`config.mk`:
```
export PLATFORM = sky130hd
export DESIGN_NAME = query_patch_loader
export DESIGN_NICKNAME = d
export VERILOG_FILES = /design/src/rtl/query_patch_loader.sv
export SDC_FILE = /design/constraint.sdc
export NUM_CORES = 1
export LEC_CHECK = 0
export ABC_CLOCK_PERIOD_IN_PS = 5400
export BUFFER_PORTS_ARGS = -buffer_cell sky130_fd_sc_hd__buf_2
export CAP_MARGIN = 20
export CORE_MARGIN = 2
export CORE_UTILIZATION = 32
export CTS_CLUSTER_SIZE = 12
export DETAILED_ROUTE_END_ITERATION = 10
export HOLD_SLACK_MARGIN = 0.05
export PLACE_DENSITY = 0.59
export SLEW_MARGIN = 10
export SYNTH_ARGS = -nofsm -noshare
export SYNTH_HDL_FRONTEND = slang
export SYNTH_SLANG_ARGS = --single-unit
```
`constraint.sdc`:
```
create_clock -name clk -period 5.4 [get_ports clk]
set_clock_uncertainty 0.05 [all_clocks]
set_input_delay 1.08 -clock clk [delete_from_list [all_inputs] [get_ports clk]]
set_output_delay 1.08 -clock clk [all_outputs]
set_load 0.005 [all_outputs]
```
`src/rtl/query_patch_loader.sv`:
```
// query_patch_loader
//
// Sits between the 11-bit GPIO input FIFO and the query-patch SRAM. A run is
// started with a pulse on start. The run pops FIFO words five at a time,
// packs them into one 55-bit patch (first word least significant) and writes
// each patch to the next query-memory address through the active-low SRAM
// port. The run ends with a one-cycle done pulse.
//
// Ports:
//   clk, rst_n      rising-edge clock, asynchronous active-low reset
//   start           pulse; begins a run when idle
//   num_patches     patches in the run (0..512), latched on an accepted start
//   busy            high whenever the loader is not idle
//   done            one-cycle pulse at the end of a run
//   patch_count     patches written in the current or last run
//   fifo_rdata      head word of the first-word-fall-through FIFO
//   fifo_rempty_n   FIFO not empty
//   fifo_deq        pop the FIFO head this cycle
//   mem_csb0        SRAM chip select, active low
//   mem_web0        SRAM write enable, active low
//   mem_addr0       SRAM write address
//   mem_wpatch0     SRAM write data (one packed patch)

`timescale 1ns/1ps

module query_patch_loader #(
  parameter int DATA_WIDTH      = 11,
  parameter int WORDS_PER_PATCH = 5,
  parameter int PATCH_WIDTH     = DATA_WIDTH * WORDS_PER_PATCH,
  parameter int ADDR_WIDTH      = 9
) (
  input  logic                   clk,
  input  logic                   rst_n,
  input  logic                   start,
  input  logic [ADDR_WIDTH:0]    num_patches,
  output logic                   busy,
  output logic                   done,
  output logic [ADDR_WIDTH:0]    patch_count,
  input  logic [DATA_WIDTH-1:0]  fifo_rdata,
  input  logic                   fifo_rempty_n,
  output logic                   fifo_deq,
  output logic                   mem_csb0,
  output logic                   mem_web0,
  output logic [ADDR_WIDTH-1:0]  mem_addr0,
  output logic [PATCH_WIDTH-1:0] mem_wpatch0
);

  localparam int CNT_W   = $clog2(WORDS_PER_PATCH);
  localparam int BASE_W  = $clog2(PATCH_WIDTH);
  localparam int COUNT_W = ADDR_WIDTH + 1;

  typedef enum logic [1:0] {
    IDLE,
    COLLECT,
    WRITE,
    DONE
  } state_t;

  state_t                 state;
  state_t                 state_next;
  logic [COUNT_W-1:0]     target;
  logic [ADDR_WIDTH-1:0]  addr;
  logic [CNT_W-1:0]       word_cnt;
  logic [COUNT_W-1:0]     count;
  logic [PATCH_WIDTH-1:0] patch;
  logic [BASE_W-1:0]      word_base;
  logic                   last_word;
  logic                   last_patch;

  // Bit offset of the slot the next popped word lands in.
  assign word_base  = BASE_W'(word_cnt) * BASE_W'(DATA_WIDTH);
  assign last_word  = (word_cnt == CNT_W'(WORDS_PER_PATCH - 1));
  // The count register is one bit wider than the address, so a run of 512
  // patches terminates correctly even though the address wraps to 0.
  assign last_patch = ((count + COUNT_W'(1)) == target);

  always_ff @(posedge clk or negedge rst_n) begin
    if (!rst_n) begin
      state <= IDLE;
    end else begin
      state <= state_next;
    end
  end

  always_comb begin
    state_next = state;
    busy       = 1'b1;
    done       = 1'b0;
    fifo_deq   = 1'b0;
    mem_csb0   = 1'b1;
    mem_web0   = 1'b1;
    case (state)
      IDLE: begin
        busy = 1'b0;
        if (start) begin
          state_next = (num_patches == '0) ? DONE : COLLECT;
        end
      end
      COLLECT: begin
        // The only input-to-output combinational path: pop whenever the
        // FIFO has a word for us.
        fifo_deq = fifo_rempty_n;
        if (fifo_rempty_n && last_word) begin
          state_next = WRITE;
        end
      end
      WRITE: begin
        mem_csb0   = 1'b0;
        mem_web0   = 1'b0;
        state_next = last_patch ? DONE : COLLECT;
      end
      DONE: begin
        done       = 1'b1;
        state_next = IDLE;
      end
      default: begin
        state_next = IDLE;
      end
    endcase
  end

  // Datapath: run parameters, counters and the patch being assembled. A
  // reset mid-run wipes the partial patch so it can never be written.
  always_ff @(posedge clk or negedge rst_n) begin
    if (!rst_n) begin
      target   <= '0;
      addr     <= '0;
      word_cnt <= '0;
      count    <= '0;
      patch    <= '0;
    end else begin
      case (state)
        IDLE: begin
          if (start) begin
            target   <= num_patches;
            addr     <= '0;
            word_cnt <= '0;
            count    <= '0;
          end
        end
        COLLECT: begin
          if (fifo_rempty_n) begin
            patch[word_base +: DATA_WIDTH] <= fifo_rdata;
            word_cnt <= last_word ? '0 : word_cnt + CNT_W'(1);
          end
        end
        WRITE: begin
          addr  <= addr + ADDR_WIDTH'(1);
          count <= count + COUNT_W'(1);
        end
        default: begin
        end
      endcase
    end
  end

  assign mem_addr0   = addr;
  assign mem_wpatch0 = patch;
  assign patch_count = count;

endmodule

```
Word-level counts from Yosys, hierarchy flattened. Index checks and enable logic that the tools add are counted.

Bits in registers: 89. Bits in latches: 0. Bits in writable memories: 0. ROM bits: 0. Input port bits: 25. Output and inout port bits: 79. Word-level logic and storage cells: 49. Memories kept: 0.

Add/subtract/negate cells: 4. $mul: 1. Divide/modulo/power cells: 0. Order comparisons: 0. Equality and inequality tests: 8. Shifts and indexed selects: 2. Multiplexer cells: 18. Bitwise operators: 0. Reductions and logical operators: 10.

Operators by type and width (count): 55-bit bitwise mux (1); 11-bit by 8-bit variable shift with 55-bit output (first input constant) (1); 11-bit by 8-bit indexed part select with 55-bit output (1); 10-bit case mux with 2 select lines (1); 9-bit case mux with 2 select lines (1); 10-bit by 1-bit adder with 10-bit output (second input constant) (1); 10-bit equality test (1); 10-bit logical NOT (1); 10-bit 2-to-1 mux (1); 9-bit by 1-bit adder with 9-bit output (second input constant) (1); 3-bit 2-to-1 mux (3); 9-bit 2-to-1 mux (1); 2-bit 2-to-1 mux (4); 6-bit negation with 8-bit output (1); 2-bit case mux with 4 select lines (1); 2-bit AND reduction (4); 3-bit by 4-bit multiplier with 6-bit output (second input constant) (1); 2-bit != test (second input constant) (3); 3-bit case mux with 2 select lines (1); 2-bit equality test (second input constant) (2); 1-bit 2-to-1 mux (4); 2-bit nonzero test (2); 3-bit by 1-bit adder with 3-bit output (second input constant) (1); 3-bit equality test (second input constant) (1); 4 further kinds (4).

Depth between registers and ports, before layout. Gate-level depths: netlist of run 1.

Depth after elaboration: 4. Gate-level depth with buffers: 13. Mapped depth without buffers: 10.

Worst setup path before layout of run 1. No wires, ideal clock.

Path kind: register -> register. Start: register word_cnt[2]. End: register patch[45], in the netlist mem_wpatch0[45]. Setup time: 125 ps. Arrival: 3276 ps. Required time: 5225 ps. Slack: 1950 ps. Cell stages (with the launch flop): 12. Path buffers: 2. Clock period less this slack: 3450 ps. Cell sequence: dfrtp_1 > ha_1 > ha_1 > fa_1 > buf_2 > or4_4 > nand2_2 > buf_6 > nand2_1 > a32o_1 > nor3_1 > mux2_2.

Word-level cells in the longest chain between the ends: 4. Elaborated cells on any way between the ends: 5.

Ends and longest elaborated chain: start: declaration (line 63) `logic [CNT_W-1:0] word_cnt;`; start signal: assignment (line 144) `word_cnt <= last_word ? '0 : word_cnt + CNT_W'(1);`; 3-bit by 4-bit multiplier with 6-bit output * (line 71) `assign word_base = BASE_W'(word_cnt) * BASE_W'(DATA_WIDTH);`; 6-bit negation with 8-bit output * (line 143) `patch[word_base +: DATA_WIDTH] <= fifo_rdata;`; 11-bit by 8-bit indexed part select with 55-bit output or 11-bit by 8-bit variable shift with 55-bit output (tied branches) (line 143); 55-bit bitwise mux * (line 143); end signal: indexed assignment (line 143); end: declaration (line 65) `logic [PATCH_WIDTH-1:0] patch;`.

Mark *: on every way between the ends. The rest lies on a longest branch, timed or not. A chain may end at the register's enable or synchronous reset.

Worst setup path in the final report of run 1.
Start: register word_cnt[1]. End: register patch[33], in the netlist mem_wpatch0[33].

Same word-level chain as after synthesis.

==> results of run 1 <==
[cell usage in the layout, fill, tap and decap left out, types with 9 or more instances in the layout]
cell type	synthesis	final
mux2_2	24	24
dfrtp_1	89	89
o21ai_0	50	50
buf_2	11	102
nor3_1	14	14
nand2_1	98	98
nand3_1	22	22
a21oi_1	25	25
clkbuf_16	0	9
buf_4	4	14
o22ai_1	18	18
mux2i_1	9	9
mux4_2	9	9
and2_1	9	9
mux2_1	17	17
ha_1	10	10
a31oi_1	12	12
nor2_1	72	72
[state kept, by name, summed over array words and instances (netlist names)]
signal,cells
mem_addr0,9
mem_wpatch0,55
patch_count,10
word_cnt,3
target,10
state,2
[worst max-delay path, cell delays in order (launching register included)]
cell     delay, ps
dfrtp_1        420
ha_1           460
ha_1           290
fa_1           600
nor4_4         530
and2_4         270
nor3_2         120
o21ai_1        910
o32ai_1        240
mux2_2         320
[cells by family after synthesis]
| family | after synthesis | synth area share, % |
|---|---|---|
| adders and majority gates | 11 | 2.38 |
| and+or+nand+nor | 269 | 21.3 |
| AOI/OAI and AO/OA | 191 | 21.0 |
| buffers and inverters | 47 | 3.49 |
| DFF | 89 | 36.6 |
| xor gates and xnor gates | 18 | 2.84 |
| muxes | 59 | 12.4 |
[per-stage QoR]
step | util, % | hold WS (ps) | instance area, um2
2_1_floorplan | - | 415 | 6090
3_3_place_gp | 36.5 | 417 | 6830
3_5_place_dp | 36.5 | 425 | 6830
4_1_cts | 37.9 | 437 | 7090
5_1_grt | 37.9 | 458 | 7090
6_report | 37.9 | 434 | 7090
[layer usage]
metal  GRT usage [%]  wire (um)
met5               0          0
met4            9.53        917
met3            5.25       1980
met2            29.9       8400
met1            27.4       8500
[worst min-delay path by stage]
stage / start / to / slack [ps] / depth (start not counted)
detailed placement: mem_wpatch0[24] / mem_wpatch0[24] / 430 / 1
finish: mem_addr0[8] / mem_addr0[8] / 430 / 1
floorplan: target[1] / target[1] / 420 / 2
global route: mem_addr0[8] / mem_addr0[8] / 460 / 1
CTS: mem_addr0[8] / mem_addr0[8] / 440 / 1
global placement: mem_wpatch0[0] / mem_wpatch0[0] / 420 / 2
[layout make-up]
class,instances,share of cell area [%]
Clock buffer,12,3.48
Timing Repair Buffer,116,8.68
Inverter,9,0.476
Clock inverter,3,0.247
Tap cell,234,4.13
Sequential cell,89,31.4
Multi-Input combinational cell,548,51.6
==> results.toml, run 1 <==
[status]
status = "finished clean"

[global_route]
overflow = 0
grt_max_degree = 51
antenna_found_initial = 0
grt_pass1_vias = 5558
grtUsageTotal_pct = 20.1
grt_pass1_wl_um = 31600

[finish]
fillers = 1933
area_growth_pct = 16.4
multi_input_area_um2 = 3660
regArea_um2 = 2230
antenna_cells = 0
nets = 809
drive_gt1_share_pct = 25.1
finalNonFillerCells = 1011

[worst_setup_path]
crit_start = "word_cnt[1]"
critPathLaunchType = "flop"
critPathRequiredTime_ps = 5580
rrSetupSlack_ps = 1070
r2r_cells = 9
worstSetupPathType = "flop to flop"
cp.arrival_ps = 4510
cp-endpoint = "mem_wpatch0[33]"
r2r_start = "word_cnt[1]"
setup.worst_path.end_class = "flop"
r2r-end = "mem_wpatch0[33]"
cp_max_fo = 11

[placed_design]
io_buffers = 103
dp_cells = 996
place_congestion = 0.970
place_ws_ps = 1150
hpwl_um = 14700

[yosys]
syn-num-nets = 720
synth_area_leaders = "dfrtp_1 37%, nand2_1 6.0%, nor2_1 4.4%"
async_flop_share_pct = 100
synth_ff_type = "dfrtp_1"
yosys_warnings = 0
yosysSeqAreaShare_pct = 36.6
synth-edff-count = 0
synth_common_cells = "98 x nand2_1, 89 x dfrtp_1, 72 x nor2_1, 50 x o21ai_0, 25 x a21oi_1"
synth_top_area_share_pct = 36.6
yosysTopAreaCell = "dfrtp_1"
ys_ff_latch = 89
synth_most_common_cell = "nand2_1"
synth.avg_cell_area_um2 = 8.90
synthCells = 684
synth_cell_type_count = 79
synthesis.area_um2 = 6090

[sta]
worst_slack_ps = 1070
period_minus_slack_ps = 4330
finalCritPeriodShare_pct = 80.2
final-hold-violation-count = 0
worst_pin_slew_ps = 1090
rsz0062_at_grt = "false"
tns_ps = 0
slew_headroom_pct = 27.1
slew_viol_final = 0
max_clock_freq_mhz = 231
setup_violations = 0

[cts]
h-tree-depth = 3
clk_pin_slew_ps = 60
post_cts_buffers = 0
clock_path_buffers = 2
cts_tree = "yes"
cts_sinks = 89
cts_hold_repair.buffers = 0
insertion_delay_ps = 350
cts_resized = 0
cts-root-buf = "clkbuf_16"
cts_buffers = 9

[detailed_routing]
drc = 0
vias_per_cell = 5.70
drtIter0Drc = 574
totalWireLength_um = 19800
wl_per_cell_um = 19.6
antenna_left = 0
vias = 5758
first_pass_iters = 7

[floorplanning]
die-area_um2 = 20100
die_x_um = 142
rows = 50
dieHeight_um = 142
io-pin-count = 104
coreArea_um2 = 18700
start_util_pct = 32.6

[run]
drv_cap = 0

[worst_hold_path]
min_path_type = "flop to flop"
Power of run 1 is left out: the tool's default activity adds up to more than one toggle a clock period on the data nets, which glitch-free logic cannot reach.
==> run 2, diff against run 1 <==
- ABC_AREA: unset -> 1
- ABC_CLOCK_PERIOD_IN_PS: 5400 -> 4500
- clock period: 5.4 -> 4.5 ns (I/O delays scaled with it)
==> run 2 against run 1 <==
- die area grew 3.4%
- global-route usage is 0.86 points higher
- worst setup slack lost 570 ps
- synthesized cell count up 38%
- register-to-register slack worse by 570 ps
- critical path depth rose by 4
- cell area increased by 3.1%
- non-clock buffer count decreased by 4
- routed wire length is 7.8% higher
- first-iteration DRC count grew 14%
- count of clock-buffer cells in the layout decreased by 3
==> results.toml, run 2 <==
[worst_setup_path]
r2r_cells = 13
critPathLaunchType = "flop"
rrSetupSlack_ps = 500
cp-endpoint = "mem_wpatch0[5]"
cp.arrival_ps = 4240
worstSetupPathType = "flop to flop"
setup.worst_path.end_class = "flop"
crit_start = "word_cnt[0]"
cp_max_fo = 32
r2r_start = "word_cnt[0]"
r2r-end = "mem_wpatch0[5]"
critPathRequiredTime_ps = 4740

[placed_design]
hpwl_um = 16300
io_buffers = 103
place_congestion = 0.999

[status]
status = "finished clean"

[yosys]
syn-num-nets = 978
synth-edff-count = 0
ys_ff_latch = 89
yosys_warnings = 0
synth_top_area_share_pct = 35.3
async_flop_share_pct = 100
synth.avg_cell_area_um2 = 6.69
synth_most_common_cell = "nand2_1"
synth_cell_type_count = 49
yosysTopAreaCell = "dfrtp_1"
synthCells = 942
yosysSeqAreaShare_pct = 35.3
synth_ff_type = "dfrtp_1"
synth_common_cells = "253 x nand2_1, 115 x inv_1, 98 x nand3_1, 92 x nor2_1, 89 x dfrtp_1"
synth_area_leaders = "dfrtp_1 35%, nand2_1 15%, nand3_1 7.8%"
synthesis.area_um2 = 6300

[sta]
final-hold-violation-count = 0
slew_headroom_pct = 53.6
finalCritPeriodShare_pct = 88.9
period_minus_slack_ps = 4000
max_clock_freq_mhz = 250
worst_pin_slew_ps = 688
slew_viol_final = 0
rsz0062_at_grt = "false"
tns_ps = 0
setup_violations = 0

[detailed_routing]
first_pass_iters = 6
vias = 6579
drc = 0
drtIter0Drc = 654
vias_per_cell = 5.06
totalWireLength_um = 21300
antenna_left = 0
wl_per_cell_um = 16.4

[global_route]
gr-usage-met3_pct = 4.77
grt_pass1_vias = 6074
overflow = 0
use_met1_pct = 31.0
grt_use_met2_pct = 30.3
grt_max_degree = 53
antenna_found_initial = 1
grt_pass1_wl_um = 33700
gr-max-usage-layer = "met1"
grtUsageTotal_pct = 21.0

[cts]
cts_sinks = 89
post_cts_buffers = 0
cts_tree = "yes"
cts_buffers = 9
cts_hold_repair.buffers = 0
h-tree-depth = 3
insertion_delay_ps = 350
clock_path_buffers = 2
cts-root-buf = "clkbuf_16"
cts_resized = 0
clk_pin_slew_ps = 70

[finish]
nets = 1067
antenna_cells = 0
area_growth_pct = 16.0
regArea_um2 = 2230
mostFrequentLayoutCells = "253 x nand2_1, 115 x inv_1, 102 x buf_2"
fillers = 2139
largest_reg_flops = 55
drive_gt1_share_pct = 16.3
multi_input_area_um2 = 3380
layout_commonest_cell = "nand2_1"

[floorplanning]
coreArea_um2 = 19400
rows = 51
dieHeight_um = 144
io-pin-count = 104
start_util_pct = 32.5
die-area_um2 = 20800
die_x_um = 144

[worst_hold_path]
min_path_type = "flop to flop"

[run]
drv_cap = 0
[run 2: cell types whose count changed in the layout (fill, tap and decap cells not counted), sizes merged, moves of 19 or more]
cell,change
nand2,+165
inv,+121
nand3,+77
mux2,-41
o21ai,+35
nor2,+27
a21oi,+19
[run 2: cell type report]
class	count	share of cell area [%]
clock buffer	9	3.08
clock inverter	6	1.03
inverter	127	6.62
multi-input combinational	692	46.3
sequential	89	30.5
tap	265	4.53
timing repair buffer	112	8.01
[run 2: worst min-delay path by stage]
stage	start	end	slack, ps	cells after the start
2_1_floorplan	mem_wpatch0[36]	mem_wpatch0[36]	410	2
3_3_place_gp	mem_wpatch0[6]	mem_wpatch0[6]	410	2
3_5_place_dp	mem_wpatch0[6]	mem_wpatch0[6]	410	2
4_1_cts	mem_wpatch0[6]	mem_wpatch0[6]	430	2
5_1_grt	mem_wpatch0[40]	mem_wpatch0[40]	450	2
6_report	mem_wpatch0[6]	mem_wpatch0[6]	420	2
[run 2: layer usage]
metal / part of all wire [%] / up-vias / wire [um]
li1: - / 3229 / -
met1: 46 / 3053 / 9850
met2: 43 / 264 / 9130
met3: 8.9 / 33 / 1910
met4: 2.1 / 0 / 451
met5: 0 / - / 0
[run 2: stage by stage]
stage               setup WS (ps)  area (um2)  util [%]  hold slack [ps]  cells
floorplan                    1670        6300         -              414    942
global placement              657        7010      36.1              412   1285
detailed placement            547        7010      36.1              412   1285
CTS                           538        7310      37.7              430   1300
global route                 99.0        7310      37.7              449   1300
finish                        498        7310      37.7              424   1300
[run 2: cells by family after synthesis]
| family | after synthesis | share of synthesized area, % |
|---|---|---|
| buf+inv | 161 | 11.0 |
| simple gates | 500 | 35.5 |
| flops | 89 | 35.3 |
| compound gates | 176 | 15.2 |
| xor+xnor | 5 | 0.695 |
| fa+ha+maj | 11 | 2.30 |
[run 2: critical path, stage by stage (launching register included)]
cell	delay, ps
dfrtp_1	760
ha_1	420
ha_1	240
fa_1	440
inv_1	120
nand3_1	100
nand2_1	120
nand2_4	240
nor2_2	520
inv_1	220
o21ai_2	300
o211ai_1	160
o21bai_1	180
nand2_1	60
Power of run 2 is left out for the same reason.
